===== src/rtl/credit_rx_buffer_if.sv =====
// ---------------------------------------------------------------------------
// credit_rx_buffer_if
//
// Bundles the inbound credit-flow stream, the outbound valid/ready stream
// and the status outputs of credit_rx_buffer.
//
// Parameters
//   DATA_WIDTH  payload width in bits
//   DEPTH       FIFO depth; sets the width of o_count
//
// Signals
//   i_data, i_valid     inbound beat (no backpressure)
//   o_credit            one-cycle credit return pulse
//   o_data, o_valid     outbound beat
//   o_ready             downstream accept
//   o_count             FIFO occupancy
//   o_overflow          sticky overrun flag
//
// Modports
//   slave   the buffer itself (consumes inbound, produces outbound)
//   master  the environment around it (transmitter + downstream sink)
// ---------------------------------------------------------------------------
interface credit_rx_buffer_if #(
    parameter int DATA_WIDTH = 32,
    parameter int DEPTH      = 4
);
    localparam int CW = $clog2(DEPTH) + 1;

    logic [DATA_WIDTH-1:0] i_data;
    logic                  i_valid;
    logic                  o_credit;
    logic [DATA_WIDTH-1:0] o_data;
    logic                  o_valid;
    logic                  o_ready;
    logic [CW-1:0]         o_count;
    logic                  o_overflow;

    modport slave (
        input  i_data,
        input  i_valid,
        input  o_ready,
        output o_credit,
        output o_data,
        output o_valid,
        output o_count,
        output o_overflow
    );

    modport master (
        output i_data,
        output i_valid,
        output o_ready,
        input  o_credit,
        input  o_data,
        input  o_valid,
        input  o_count,
        input  o_overflow
    );
endinterface


===== src/rtl/credit_rx_buffer.sv =====
// ---------------------------------------------------------------------------
// credit_rx_buffer
//
// Receive endpoint of the credit-flow link. Inbound beats (valid only, never
// stalled) are stored in a DEPTH-entry circular buffer and presented
// downstream as a valid/ready stream. Every beat handed downstream produces a
// registered one-cycle credit pulse back to the transmitter, whose credit
// counter starts at DEPTH, so a well-behaved transmitter cannot overrun us.
//
// Ports
//   clk    clock, all state on the rising edge
//   rst_n  asynchronous active-low reset
//   bus    credit_rx_buffer_if.slave (i_data, i_valid, o_ready in;
//          o_credit, o_data, o_valid, o_count, o_overflow out)
//
// Optional feature macro: CREDIT_RX_BYPASS_EN
//   When defined, an inbound beat arriving at an empty buffer is driven to
//   the output in the same cycle; if it is accepted right away it is never
//   written to storage. When undefined there is no input-to-output
//   combinational path and latency is always one cycle.
// ---------------------------------------------------------------------------
module credit_rx_buffer #(
    parameter int DATA_WIDTH = 32,
    parameter int DEPTH      = 4
) (
    input  logic                 clk,
    input  logic                 rst_n,
    credit_rx_buffer_if.slave    bus
);
    localparam int PW = $clog2(DEPTH);
    localparam int CW = PW + 1;
    localparam logic [CW-1:0] FULL_COUNT = CW'(DEPTH);

    logic [DATA_WIDTH-1:0] mem [DEPTH];

    logic [PW-1:0] wr_ptr_reg, wr_ptr_next;
    logic [PW-1:0] rd_ptr_reg, rd_ptr_next;
    logic [CW-1:0] count_reg,  count_next;
    logic          credit_reg, credit_next;
    logic          overflow_reg, overflow_next;

    logic empty;
    logic full;
    logic bypass;
    logic out_valid;
    logic pop;
    logic wr_en;
    logic rd_adv;

    assign empty = (count_reg == '0);
    assign full  = (count_reg == FULL_COUNT);

`ifdef CREDIT_RX_BYPASS_EN
    // Empty buffer: forward the inbound beat directly. If downstream takes
    // it in the same cycle it never touches storage.
    assign bypass      = empty && bus.i_valid && bus.o_ready;
    assign out_valid   = !empty || bus.i_valid;
    assign bus.o_data  = empty ? bus.i_data : mem[rd_ptr_reg];
`else
    assign bypass      = 1'b0;
    assign out_valid   = !empty;
    assign bus.o_data  = mem[rd_ptr_reg];
`endif

    assign bus.o_valid = out_valid;

    // Any beat handed downstream (stored or bypassed) returns one credit.
    assign pop    = out_valid && bus.o_ready;
    // A pop frees the slot in the same cycle, so a full buffer with a pop
    // still accepts the inbound beat.
    assign wr_en  = bus.i_valid && (!full || pop) && !bypass;
    assign rd_adv = pop && !bypass;

    always_comb begin
        wr_ptr_next   = wr_ptr_reg;
        rd_ptr_next   = rd_ptr_reg;
        count_next    = count_reg;
        credit_next   = pop;
        overflow_next = overflow_reg;

        if (wr_en) begin
            wr_ptr_next = wr_ptr_reg + 1'b1;
        end
        if (rd_adv) begin
            rd_ptr_next = rd_ptr_reg + 1'b1;
        end
        count_next = count_reg + {{(CW-1){1'b0}}, wr_en} - {{(CW-1){1'b0}}, rd_adv};

        // Dropped beat: pointers and count stay put, flag is sticky.
        if (bus.i_valid && full && !pop) begin
            overflow_next = 1'b1;
        end
    end

    always_ff @(posedge clk or negedge rst_n) begin
        if (!rst_n) begin
            wr_ptr_reg   <= '0;
            rd_ptr_reg   <= '0;
            count_reg    <= '0;
            credit_reg   <= 1'b0;
            overflow_reg <= 1'b0;
        end else begin
            wr_ptr_reg   <= wr_ptr_next;
            rd_ptr_reg   <= rd_ptr_next;
            count_reg    <= count_next;
            credit_reg   <= credit_next;
            overflow_reg <= overflow_next;
        end
    end

    // Storage carries no reset; entries are only read once written.
    always_ff @(posedge clk) begin
        if (wr_en) begin
            mem[wr_ptr_reg] <= bus.i_data;
        end
    end

    assign bus.o_credit   = credit_reg;
    assign bus.o_count    = count_reg;
    assign bus.o_overflow = overflow_reg;
endmodule


===== src/flat_wrapper.sv =====
// flat-port wrapper written by rule: the top's interface ports become plain ports
module credit_rx_buffer_flat 
#(
    parameter int DATA_WIDTH = 32,
    parameter int DEPTH      = 4
)
  (clk, rst_n, bus_i_data, bus_i_valid, bus_o_ready, bus_o_credit, bus_o_data, bus_o_valid, bus_o_count, bus_o_overflow);
  credit_rx_buffer_if #(.DATA_WIDTH(DATA_WIDTH), .DEPTH(DEPTH)) bus_i ();
  input  logic clk;
  input  logic rst_n;
  input wire logic [$bits(bus_i.i_data)-1:0] bus_i_data;
  input wire logic [$bits(bus_i.i_valid)-1:0] bus_i_valid;
  input wire logic [$bits(bus_i.o_ready)-1:0] bus_o_ready;
  output wire logic [$bits(bus_i.o_credit)-1:0] bus_o_credit;
  output wire logic [$bits(bus_i.o_data)-1:0] bus_o_data;
  output wire logic [$bits(bus_i.o_valid)-1:0] bus_o_valid;
  output wire logic [$bits(bus_i.o_count)-1:0] bus_o_count;
  output wire logic [$bits(bus_i.o_overflow)-1:0] bus_o_overflow;
  assign bus_i.i_data = bus_i_data;
  assign bus_i.i_valid = bus_i_valid;
  assign bus_i.o_ready = bus_o_ready;
  assign bus_o_credit = bus_i.o_credit;
  assign bus_o_data = bus_i.o_data;
  assign bus_o_valid = bus_i.o_valid;
  assign bus_o_count = bus_i.o_count;
  assign bus_o_overflow = bus_i.o_overflow;
  credit_rx_buffer #(.DATA_WIDTH(DATA_WIDTH), .DEPTH(DEPTH)) u_core (.clk(clk), .rst_n(rst_n), .bus(bus_i));
endmodule

===== config.mk =====
export PLATFORM = sky130hd
export DESIGN_NAME = credit_rx_buffer_flat
export DESIGN_NICKNAME = d
export VERILOG_FILES = /design/src/rtl/credit_rx_buffer_if.sv /design/src/rtl/credit_rx_buffer.sv /design/src/flat_wrapper.sv
export SDC_FILE = /design/constraint.sdc
export NUM_CORES = 1
export LEC_CHECK = 0
export CORE_UTILIZATION = 55
export DETAILED_ROUTE_END_ITERATION = 7
export DONT_BUFFER_PORTS = 1
export GPL_TIMING_DRIVEN = 1
export HOLD_SLACK_MARGIN = 0.06
export PLACE_DENSITY = 0.81
export SYNTH_ARGS = -nofsm -noshare
export SYNTH_HDL_FRONTEND = slang
export SYNTH_SLANG_ARGS = --single-unit

===== constraint.sdc =====
create_clock -name clk -period 2.65 [get_ports clk]
set_input_delay 0.53 -clock clk [delete_from_list [all_inputs] [get_ports clk]]
set_output_delay 0.53 -clock clk [all_outputs]
set_load 0.01 [all_outputs]

Word-level counts from Yosys, hierarchy flattened
Memory sizes are Yosys's and may differ from the RTL's.
Index checks and enable logic that the tools add are counted.
Widths: inputs -> output; s select.
Operators by class
  mux-type cells: 2
  eq/ne operators: 1
  reduce and logical (&&, ||, !) cells: 9
  add/subtract/negate cells: 4
Operators by type and width (count)
  $add 2x1->2 const B: 2
  $logic_and 1x1->1: 4
  $add 3x1->3: 1
  $eq 3x3->1 const B: 1
  $logic_not 1->1: 3
  $logic_not 3->1: 1
  $sub 3x1->3: 1
  $mux 1: 2
  $logic_or 1x1->1: 1
Word-level totals
  bits of input ports: 36
  flip-flop bits (word level): 9
  logic and storage cells: 22
  output and inout port bits: 38
  memories kept: 1
  memory bits (writable): 128
Memory list
  u_core.mem: depth 4, width 32, rd ports 1, clocked after Yosys merged registers in 0, wr ports 1, line credit_rx_buffer.sv:34  | logic [DATA_WIDTH-1:0] mem [DEPTH];

Longest topological paths before layout
  depth in word-level cells: 7
  mapped depth: 8
  mapped depth without buffers: 8

Worst setup path before layout
No wires, ideal clock.
  kind: flip-flop to flip-flop
  start: register u_core.count_reg[1] (netlist: u_core.bus.o_count[1])
  end: register u_core.count_reg[2] (netlist: u_core.bus.o_count[2])
  setup time: 0.127 ns
  cell stages (with the launch flop): 9
  slack: 0.575 ns
  data arrival time: 1.948 ns
  data required time: 2.523 ns
  buffers on the path: 0
  period minus slack after synthesis: 2.075 ns
  path through: dfrtp_1 o31a_1 ha_1 inv_1 ha_1 inv_1 fa_1 xnor2_1 xnor2_1
Between the ends
  word-level cells in the longest chain between the ends: 7
  elaborated cells on any way between the ends: 9
  classes of those cells: add/sub (2); eq/ne (1); reduce/logical (6)
RTL lines
  from (decl): line credit_rx_buffer.sv:38  | logic [CW-1:0] count_reg, count_next;
  from (signal assigned): line credit_rx_buffer.sv:105  | count_reg <= count_next;
  $logic_not 3->1 (*): line credit_rx_buffer.sv:50  | assign empty = (count_reg == '0);
  $logic_not 1->1 (*): line credit_rx_buffer.sv:61  | assign out_valid = !empty;
  $logic_and 1x1->1 (*): line credit_rx_buffer.sv:68  | assign pop = out_valid && bus.o_ready;
  net u_core.credit_next: line credit_rx_buffer.sv:39  | logic credit_reg, credit_next;
  $logic_or 1x1->1: line credit_rx_buffer.sv:71  | assign wr_en = bus.i_valid && (!full || pop) && !bypass;
  $logic_and 1x1->1: line credit_rx_buffer.sv:71
  $add 3x1->3: line credit_rx_buffer.sv:87  | count_next = count_reg + {{(CW-1){1'b0}}, wr_en} - {{(CW-1){1'b0}}, rd_adv};
  $sub 3x1->3 (*): line credit_rx_buffer.sv:87
  net u_core.count_next[2]: line credit_rx_buffer.sv:38
The timed path passes the listed nets; every way through them passes the cells marked *.
A chain may end at the register's enable or synchronous reset.

Final worst setup path
  start: register u_core.rd_ptr_reg[0]
  end: output bus_o_data[26]
Between the ends
  word-level cells in the longest chain between the ends: 1
RTL lines
  from (decl): line credit_rx_buffer.sv:37  | logic [PW-1:0] rd_ptr_reg, rd_ptr_next;
  from (signal assigned): line credit_rx_buffer.sv:104  | rd_ptr_reg <= rd_ptr_next;
  $mem_v2 4x32
  to (decl): line flat_wrapper.sv:15  | output wire logic [$bits(bus_i.o_data)-1:0] bus_o_data;
No other way between the ends.

==> impl_metrics.json <==
{
  "status": "finished with violations",
  "violations": "DRC",
  "clock_skew_ns": 0.00672,
  "cp_max_fo": 14,
  "critPathRequiredTime_ns": 2.12,
  "dr.first_iter.drc_count": 74,
  "htreeDepth": 4,
  "synth-edff-count": 128,
  "io_buffers": 0,
  "fin_crit_ns": 2.45,
  "cts_buffer_depth": 2,
  "pre_cts_ws_ns": 0.442,
  "synth_cells": 207,
  "dieArea_um2": 9690,
  "fin_ws_ns": 0.202,
  "critPathLaunchType": "register",
  "num_antenna_cells": 0,
  "path_clk_slew_ns": 0.06,
  "relSlewSlack": 0.643,
  "synthTopCellsByArea": "edfxtp_1 75%, mux4_2 14%, dfrtp_1 4.4%",
  "ys_types": 19,
  "ioPinCount": 74,
  "async_reset_ff_frac": 0.0657,
  "netlist_top_cells_count": "128 x edfxtp_1, 32 x mux4_2, 9 x dfrtp_1",
  "die_x_um": 98.4,
  "coreArea_um2": 8850,
  "drv_slew": 0,
  "wirelength_mm": 7.75,
  "vias": 2017,
  "syn_area_um2": 5120,
  "yosys.area.top_type": "edfxtp_1",
  "grt.total_usage": 0.180,
  "layout.nets": 268,
  "syn_nets": 250,
  "numCtsBuffers": 17,
  "drt_first_pass_iters": 8,
  "hold_viol_final": 0,
  "critPathKind": "reg2out",
  "synth.top_cell.area_share": 0.751,
  "fp.dieH_um": 98.4,
  "place_congestion": 0.668,
  "final_cells": 345,
  "antenna_found_initial": 0,
  "largest_register_ffs": 128,
  "cp_num_buf_inv": 1,
  "yosys_most_used_dff": "edfxtp_1",
  "placed_cell_area_um2": 5320,
  "cpPeakStageDelay_ns": 0.60,
  "clock_latency_ns": 0.50,
  "hold_class": "in2reg",
  "setup_viol": 0,
  "rows": 34,
  "cp_top_family": "flip-flops",
  "drive_gt1_frac": 0.312,
  "finalPower_mw": 7.21,
  "synth_area_per_cell_um2": 24.7,
  "tritoncts": "yes",
  "fin_hold_ws_ns": 0.119,
  "cp_slowest_cell": "dfrtp_4",
  "crit_arrival_ns": 1.92,
  "tns_ns": 0,
  "cp-end-kind": "output pin",
  "placedCellCount": 313,
  "synthToLayoutAreaGrowth_pct": 16.3,
  "grt_max_degree": 23,
  "drt.antenna.violating_nets": 0,
  "vias_per_cell": 5.85,
  "grt_pass1_wl_mm": 12.3,
  "tightestPinTransition_ns": 0.534,
  "fmax_ghz": 0.408,
  "leakage_nw": 1.97,
  "p_per_area_nw_per_um2": 1210,
  "ir_drop_mv": 0.777,
  "yosysMostFrequentCell": "edfxtp_1",
  "wl_per_cell_um": 22.5,
  "cts_sinks": 137,
  "drc": 5,
  "synth-seq-cells": 137,
  "drv_cap": 0,
  "grt_pass1_vias": 2224,
  "root_buffer": "clkbuf_8",
  "dpl.hpwl_mm": 4.69,
  "post_cts_buffers": 0,
  "cp_cell_sequence": "buf_4, mux4_2",
  "yosysWarnings": 0,
  "start_util": 0.578,
  "postLayoutCellArea_um2": 5950,
  "rsz0062_at_grt": "false",
  "post-route-util": 0.673,
  "largest_register": "u_core.mem",
  "ys_seq_area_frac": 0.795,
  "period_share": 0.924,
  "grt_overflow_total": 0
}
-- where the power goes --
part | internal [mW] | leakage [nW] | switching (mW)
combinational | 0.788 | 0.404 | 0.837
clock | 1.62 | 0.294 | 0.823
sequential | 2.87 | 1.28 | 0.271
total | 5.28 | 1.97 | 1.93
-- path summary, 6_finish.rpt --
path / from / end / slack [ns] / cells after the start
worst max-delay path: u_core.rd_ptr_reg[0] / bus_o_data[26] / 0.20 / 2
worst min-delay path: bus_i_data[9] / u_core.mem[0][9] / 0.12 / 0
worst max register to register: u_core.bus.o_count[1] / u_core.bus.o_count[2] / 0.44 / 8
worst min register to register: u_core.bus.o_overflow / u_core.bus.o_overflow / 0.53 / 1
max in group asynchronous: rst_n / u_core.rd_ptr_reg[0] / 1.94 / 1
min in group asynchronous: rst_n / u_core.bus.o_overflow / 0.39 / 1
-- layout make-up --
type	count	area, µm²
fillers	561	2900
well taps	108	135
clock inverters	12	199
inverters	6	22.5
multi-input cells	55	961
repair buffers	8	138
flip-flops and latches	137	4070
clock buffers	19	422
-- metal layers --
metal,wire [µm],global-route usage,vias up
met5,0,0,-
met4,38,0.0758,0
met3,528,0.0716,4
met2,4080,0.301,66
met1,3110,0.210,1053
li1,-,-,894
-- logic make-up (layout without fill, tap and decap cells) --
family / count (synthesis) / count (layout) / synth area share
AOI/OAI and AO/OA: 2 / 2 / 0.00318
and+or+nand+nor: 8 / 8 / 0.0127
xor gates and xnor gates: 5 / 5 / 0.00856
buffers and inverters: 15 / 45 / 0.0179
muxes: 33 / 33 / 0.144
adders and majority gates: 7 / 7 / 0.0186
DFF: 137 / 137 / 0.795
-- cells in the final DEF, fill, tap and decap left out, types with 2 or more instances in the layout --
master and instances:
dfrtp_1 7, ha_1 6, xnor2_1 4, clkinv_1 2, mux4_2 32, clkbuf_1 2, inv_1 6, clkinvlp_4 2
bufinv_16 5, buf_12 6, edfxtp_1 128, clkbuf_16 16, clkinv_4 2, and2_2 4
-- timing repair --
item / 4_1_cts / 5_1_grt
endpoints found under the hold margin: 9 / 0
gates resized for setup: 0 / 1
endpoints found under the setup margin: 0 / 12
hold buffers: 1 / 0
(Power assumes the default switching activity.)
